[src/rtl/ip_pkg.sv]
// Shared IP-layer definitions: TX mux FSM states, user sideband field layout
// and the round-robin pick helper used by the channel arbiter.
package ip_pkg;

    typedef enum logic [0:0] {
        IDLE = 1'b0,
        LOCK = 1'b1
    } mux_state_t;

    // User sideband layout {len, flag, type, offset, id}, LSB first
    localparam int USER_ID_LSB     = 0;
    localparam int USER_ID_W       = 16;
    localparam int USER_OFFSET_LSB = 16;
    localparam int USER_OFFSET_W   = 13;
    localparam int USER_TYPE_LSB   = 29;
    localparam int USER_TYPE_W     = 8;
    localparam int USER_FLAG_LSB   = 37;
    localparam int USER_FLAG_W     = 3;
    localparam int USER_LEN_LSB    = 40;
    localparam int USER_LEN_W      = 16;
    localparam int USER_TOTAL_W    = USER_LEN_LSB + USER_LEN_W;

    localparam int CHAN_MAX = 8;

    // First requester at or after ptr, modulo chan_num. ptr must be < chan_num.
    function automatic logic [2:0] rr_pick(
        input logic [CHAN_MAX-1:0] req,
        input logic [2:0]          ptr,
        input int unsigned         chan_num
    );
        logic [2:0]  pick;
        logic        found;
        int unsigned idx;
        pick  = '0;
        found = 1'b0;
        for (int unsigned i = 0; i < CHAN_MAX; i++) begin
            if (i < chan_num) begin
                idx = 32'(ptr) + i;
                if (idx >= chan_num) begin
                    idx = idx - chan_num;
                end
                if (!found && req[idx[2:0]]) begin
                    pick  = idx[2:0];
                    found = 1'b1;
                end
            end
        end
        return pick;
    endfunction

endpackage

[src/rtl/axis_reg_slice.sv]
// One-stage registered valid/ready slice. Output holds until taken; a new
// beat may be loaded in the same cycle the current one drains.
module axis_reg_slice #(
    parameter int P_WIDTH = 8
) (
    input  logic               clk,
    input  logic               rst_n,
    input  logic [P_WIDTH-1:0] in_data,
    input  logic               in_valid,
    output logic               in_ready,
    output logic [P_WIDTH-1:0] out_data,
    output logic               out_valid,
    input  logic               out_ready
);

    logic [P_WIDTH-1:0] data_reg;
    logic               valid_reg;

    assign in_ready  = ~valid_reg | out_ready;
    assign out_data  = data_reg;
    assign out_valid = valid_reg;

    always_ff @(posedge clk or negedge rst_n) begin
        if (!rst_n) begin
            data_reg  <= '0;
            valid_reg <= 1'b0;
        end else if (in_valid && in_ready) begin
            data_reg  <= in_data;
            valid_reg <= 1'b1;
        end else if (out_ready) begin
            valid_reg <= 1'b0;
        end
    end

endmodule

[src/rtl/ip_tx_chan_mux.sv]
// N-channel frame-atomic round-robin multiplexer into the IP TX upper port.
// Optional per-channel frame counters when IP_TX_MUX_STATS_EN is defined.
module ip_tx_chan_mux
    import ip_pkg::*;
#(
    parameter int P_CHAN_NUM = 4,
    parameter int P_DATA_W   = 64,
    parameter int P_USER_W   = 56,
    parameter int P_KEEP_W   = P_DATA_W / 8
) (
    input  logic                           i_clk,
    input  logic                           i_rst_n,
    input  logic [P_CHAN_NUM*P_DATA_W-1:0] s_axis_chan_data,
    input  logic [P_CHAN_NUM*P_USER_W-1:0] s_axis_chan_user,
    input  logic [P_CHAN_NUM*P_KEEP_W-1:0] s_axis_chan_keep,
    input  logic [P_CHAN_NUM-1:0]          s_axis_chan_last,
    input  logic [P_CHAN_NUM-1:0]          s_axis_chan_valid,
    output logic [P_CHAN_NUM-1:0]          s_axis_chan_ready,
    output logic [P_DATA_W-1:0]            m_axis_ip_data,
    output logic [P_USER_W-1:0]            m_axis_ip_user,
    output logic [P_KEEP_W-1:0]            m_axis_ip_keep,
    output logic                           m_axis_ip_last,
    output logic                           m_axis_ip_valid,
    input  logic                           m_axis_ip_ready,
    output logic [2:0]                     o_grant_chan
`ifdef IP_TX_MUX_STATS_EN
    ,
    output logic [P_CHAN_NUM*16-1:0]       o_frame_cnt
`endif
);

    localparam logic [0:0] S_IDLE = IDLE;
    localparam logic [0:0] S_LOCK = LOCK;
    localparam int         PAY_W  = P_DATA_W + P_USER_W + P_KEEP_W + 1;

    logic [0:0]          state_reg;
    logic [2:0]          grant_reg;
    logic [2:0]          ptr_reg;

    logic [P_DATA_W-1:0] sel_data;
    logic [P_USER_W-1:0] sel_user;
    logic [P_KEEP_W-1:0] sel_keep;
    logic                sel_last;
    logic                sel_valid;

    logic                lock;
    logic                slice_in_valid;
    logic                slice_in_ready;
    logic                accept;
    logic                accept_last;
    logic [CHAN_MAX-1:0] req_ext;
    logic [2:0]          pick;
    logic [PAY_W-1:0]    slice_in_data;
    logic [PAY_W-1:0]    slice_out_data;

    // Only the granted channel's beat is ever presented to the output slice
    always_comb begin
        sel_data  = '0;
        sel_user  = '0;
        sel_keep  = '0;
        sel_last  = 1'b0;
        sel_valid = 1'b0;
        for (int c = 0; c < P_CHAN_NUM; c++) begin
            if (grant_reg == 3'(c)) begin
                sel_data  = s_axis_chan_data[c*P_DATA_W +: P_DATA_W];
                sel_user  = s_axis_chan_user[c*P_USER_W +: P_USER_W];
                sel_keep  = s_axis_chan_keep[c*P_KEEP_W +: P_KEEP_W];
                sel_last  = s_axis_chan_last[c];
                sel_valid = s_axis_chan_valid[c];
            end
        end
    end

    assign lock           = (state_reg == S_LOCK);
    assign slice_in_valid = lock & sel_valid;
    assign accept         = slice_in_valid & slice_in_ready;
    assign accept_last    = accept & sel_last;
    assign req_ext        = CHAN_MAX'(s_axis_chan_valid);
    assign pick           = rr_pick(req_ext, ptr_reg, P_CHAN_NUM);
    assign slice_in_data  = {sel_last, sel_keep, sel_user, sel_data};

    genvar gi;
    generate
        for (gi = 0; gi < P_CHAN_NUM; gi++) begin : g_ready
            assign s_axis_chan_ready[gi] = lock & (grant_reg == 3'(gi)) & slice_in_ready;
        end
    endgenerate

    // Grant and pointer move only on the IDLE->LOCK edge; IDLE itself gives
    // the one ready-free cycle between frames.
    always_ff @(posedge i_clk or negedge i_rst_n) begin
        if (!i_rst_n) begin
            state_reg <= S_IDLE;
            grant_reg <= '0;
            ptr_reg   <= '0;
        end else begin
            case (state_reg)
                S_IDLE: begin
                    if (|s_axis_chan_valid) begin
                        state_reg <= S_LOCK;
                        grant_reg <= pick;
                        ptr_reg   <= (pick == 3'(P_CHAN_NUM - 1)) ? 3'd0 : pick + 3'd1;
                    end
                end
                S_LOCK: begin
                    if (accept_last) begin
                        state_reg <= S_IDLE;
                    end
                end
                default: state_reg <= S_IDLE;
            endcase
        end
    end

    axis_reg_slice #(
        .P_WIDTH (PAY_W)
    ) u_out_slice (
        .clk       (i_clk),
        .rst_n     (i_rst_n),
        .in_data   (slice_in_data),
        .in_valid  (slice_in_valid),
        .in_ready  (slice_in_ready),
        .out_data  (slice_out_data),
        .out_valid (m_axis_ip_valid),
        .out_ready (m_axis_ip_ready)
    );

    assign m_axis_ip_data = slice_out_data[0 +: P_DATA_W];
    assign m_axis_ip_user = slice_out_data[P_DATA_W +: P_USER_W];
    assign m_axis_ip_keep = slice_out_data[P_DATA_W + P_USER_W +: P_KEEP_W];
    assign m_axis_ip_last = slice_out_data[PAY_W-1];
    assign o_grant_chan   = grant_reg;

`ifdef IP_TX_MUX_STATS_EN
    logic [15:0] frame_cnt_reg [P_CHAN_NUM];

    generate
        for (gi = 0; gi < P_CHAN_NUM; gi++) begin : g_stats
            always_ff @(posedge i_clk or negedge i_rst_n) begin
                if (!i_rst_n) begin
                    frame_cnt_reg[gi] <= '0;
                end else if (accept_last && (grant_reg == 3'(gi))) begin
                    frame_cnt_reg[gi] <= frame_cnt_reg[gi] + 16'd1;
                end
            end
            assign o_frame_cnt[gi*16 +: 16] = frame_cnt_reg[gi];
        end
    endgenerate
`endif

endmodule

[config.mk]
export PLATFORM = sky130hd
export DESIGN_NAME = ip_tx_chan_mux
export DESIGN_NICKNAME = d
export VERILOG_FILES = /design/src/rtl/ip_pkg.sv /design/src/rtl/axis_reg_slice.sv /design/src/rtl/ip_tx_chan_mux.sv
export SDC_FILE = /design/constraint.sdc
export NUM_CORES = 1
export LEC_CHECK = 0
export ABC_AREA = 1
export ABC_CLOCK_PERIOD_IN_PS = 4100
export CAP_MARGIN = 20
export CORE_AREA = 2 2 255 257
export DETAILED_ROUTE_END_ITERATION = 7
export DIE_AREA = 0 0 257 259
export SYNTH_ARGS = -nofsm -noshare
export SYNTH_HDL_FRONTEND = slang
export SYNTH_SLANG_ARGS = --single-unit
[constraint.sdc]
create_clock -name i_clk -period 4.1 [get_ports i_clk]
set_input_delay 1.23 -clock i_clk [delete_from_list [all_inputs] [get_ports i_clk]]
set_output_delay 1.23 -clock i_clk [all_outputs]
set_load 0.02 [all_outputs]
==> summary.txt <==
Outcome -> completed
FF+latch count, synth -> 137
Post-synth top cells -> 363 x nand2_1, 344 x nand3_1, 137 x dfrtp_1
Synthesized area -> 8782 um^2
Clock Path Buffers -> 2
Arr. time, crit path -> 2.74 ns
Area of the core -> 63880 um^2
Routed via count -> 11368
Ys async rst share -> 100.0%
VDD IR max -> 0.7228 mV
Period utilisation layout -> 96.79%
Startpoint types -> input port
Min-Delay Path Class -> flop to flop
Detailed Place HPWL -> 34680 um
Area of the multi-input gates -> 4767 um^2
Cells along the critical path -> clkdlybuf4s50_1 > inv_1 > nand2_1 > nand2_1 > nor2_1 > clkdlybuf4s50_1
Ranking of synthesized cells by area -> dfrtp_1 39%, nand3_1 20%, nand2_1 16%
First-pass GRT wire length -> 68700 um
Crit Path Max Fanout -> 4
Initial antenna violation count -> 1
Pin count of the biggest net entering global routing -> 178
Dpl cell area -> 16220 um^2
FP Rows -> 93
Part of the Yosys area used for sequential elements -> 39.04%
Total chip power -> 11.35 mW
Clk_lat worst skew -> 0.47 ns
CP delay by family, top -> buffers and inverters
Number of detailed-route iterations in the first pass -> 6
Worst slew pin tran -> 0.8473 ns
All-Layer GR Usage -> 13.44%
Crit path capture type -> primary output
Endpoints failing hold -> 0
Synth Warn # -> 0
CP max stage delay -> 0.62 ns
Finished Layout Cells -> 2716
Reg2reg start -> o_grant_chan[0]
RSZ-0062 raised after global routing -> no
Critical path type -> input port to primary output
Die area -> 66560 um^2
Clk root buf -> clkbuf_16
Design Area, Final -> 16800 um^2
# placed instances -> 2684
Hold_sp -> u_out_slice.out_data[109]
CTS tree -> yes
Inserted Diodes -> 0
Slew headroom -> 43.51%
Final GP Congestion -> 0.8179
Max reg flops -> 129
Setup Slack @ Placement -> 0.04942 ns
Final min period -> 3.969 ns
Power density cells -> 675.7 nW/um^2
Crit path required time -> 2.87 ns
Hold depth -> 2
Final-layout fill cell count -> 6982
Post-synth cell types -> 21
R2r setup slk -> 1.37 ns
Cell with the most instances after synthesis -> nand2_1
Vias in the first global route -> 11482
Mapped Nets -> 1789
Crit path buffers/inverters -> 3
Cells on worst reg2reg path -> 9
Post-Syn Area per Cell -> 6.953 um^2
Layout cell share with drive strength beyond 1 -> 3.600%
Sequential cell area -> 3432 um^2
IO Port Bufs -> 659
CP max-delay cell -> clkdlybuf4s50_1
Setup WS post-layout -> 0.1314 ns
TritonCTS Sinks -> 137
Grt total ovfl -> 0
Max Cap Viol -> 0
Max Fclk -> 252.0 MHz
Yosys top cell by area -> dfrtp_1
Initial Util -> 13.75%
Final core utilization -> 26.29%
Wire length per cell -> 16.91 um
Vias per Instance -> 4.186
Initial detailed-routing violation count -> 712
Final ANT Viol Nets -> 0
R2r endpoint -> u_out_slice.out_data[21]
Routed WL -> 45920 um
Drc violations -> 0
Num CTS Buffers -> 17
Leak -> 6.931 nW
Clock skew -> 0.01265 ns
Hold EP -> u_out_slice.out_data[109]
Nets@finish -> 2374
Pins over their slew limit -> 0
Hold slack final -> 0.4751 ns
Synthesized instance count -> 1263
Post-synth top area share -> 39.04%
Worst-path clk slew -> 0.06 ns
Fin Setup TNS -> 0 ns
Final Setup Violations -> 0
Post-synth EDFFs -> 0
Synth Flop Type -> dfrtp_1
IO Count -> 660
Die Ht -> 259 um
Die X -> 257 um
Area grow syn2layout -> 91.27%
Post CTS Setup Buffer Count -> 0
H-tree depth -> 4
## layout by cell type, fill, tap and decap left out
cell / n
clkdlybuf4s50_1: 656
nand2_1: 362
nand3_1: 344
dfrtp_1: 136
o21ai_0: 88
a22oi_1: 68
nand4_1: 65
o21ai_1: 34
buf_4: 21
inv_1: 17
clkbuf_16: 17
nor2_1: 13
buf_12: 6
nor2_4: 3
ha_1: 3
clkinvlp_4: 3
clkinv_2: 3
clkbuf_8: 3
nor3_1: 2
inv_4: 2
clkbuf_1: 2
clkinv_4: 2
dlymetal6s2s_1: 2
nand2_2: 1
a21oi_1: 1
nand2_4: 1
inv_2: 1
a31oi_1: 1
inv_6: 1
bufinv_16: 1
buf_6: 1
dfrtp_4: 1
## layout make-up
class                      count  share of cell area [%]
clock buffer                  22                   2.823
clock inverter                10                  0.5587
inverter                      20                  0.4767
multi-input combinational    986                   28.38
sequential                   137                   20.43
tap                          855                   6.369
timing repair buffer         686                   40.96
## power breakdown
part	leakage (nW)	internal, mW	switching (mW)
combinational	4.93	2.89	4.51
clock	0.272	0.881	0.658
sequential	1.73	2.00	0.412
total	6.93	5.77	5.58
## worst max-delay path by stage
stage          cells past startpoint                   end       startpoint
2_1_floorplan                      4  s_axis_chan_ready[2]  m_axis_ip_ready
3_3_place_gp                       6  s_axis_chan_ready[2]  m_axis_ip_ready
3_5_place_dp                       6  s_axis_chan_ready[2]  m_axis_ip_ready
4_1_cts                            6  s_axis_chan_ready[2]  m_axis_ip_ready
5_1_grt                            6  s_axis_chan_ready[1]  m_axis_ip_ready
6_report                           6  s_axis_chan_ready[0]  m_axis_ip_ready
## layer usage
layer	up-vias	global-route usage (%)	wire [um]
met5	-	0	16
met4	2	5.378	1190
met3	49	3.730	3354
met2	492	23.32	22740
met1	5228	15.63	18630
li1	5597	-	-
## timing repair
action | 4_1_cts | 5_1_grt
endpoints found under the setup margin | 0 | 2
hold buffers | 0 | 0
endpoints found under the hold margin | 0 | 0
gates resized for setup | 0 | 2
## worst min-delay path, delay by kind of cell (launching register included)
kind / cells / cell delay [ns]
DFF: 1 / 0.34
and+or+nand+nor: 2 / 0.10
## cells by family (layout without fill, tap and decap cells)
logic type      count (synthesis)  in the layout  share of synthesized area [%]
simple gates                  791            791                          40.82
compound gates                192            192                          12.89
buf+inv                       140            738                          6.824
flops                         137            137                          39.04
fa+ha+maj                       3              3                         0.4275
No activity file was read; power rests on OpenSTA's default activity.
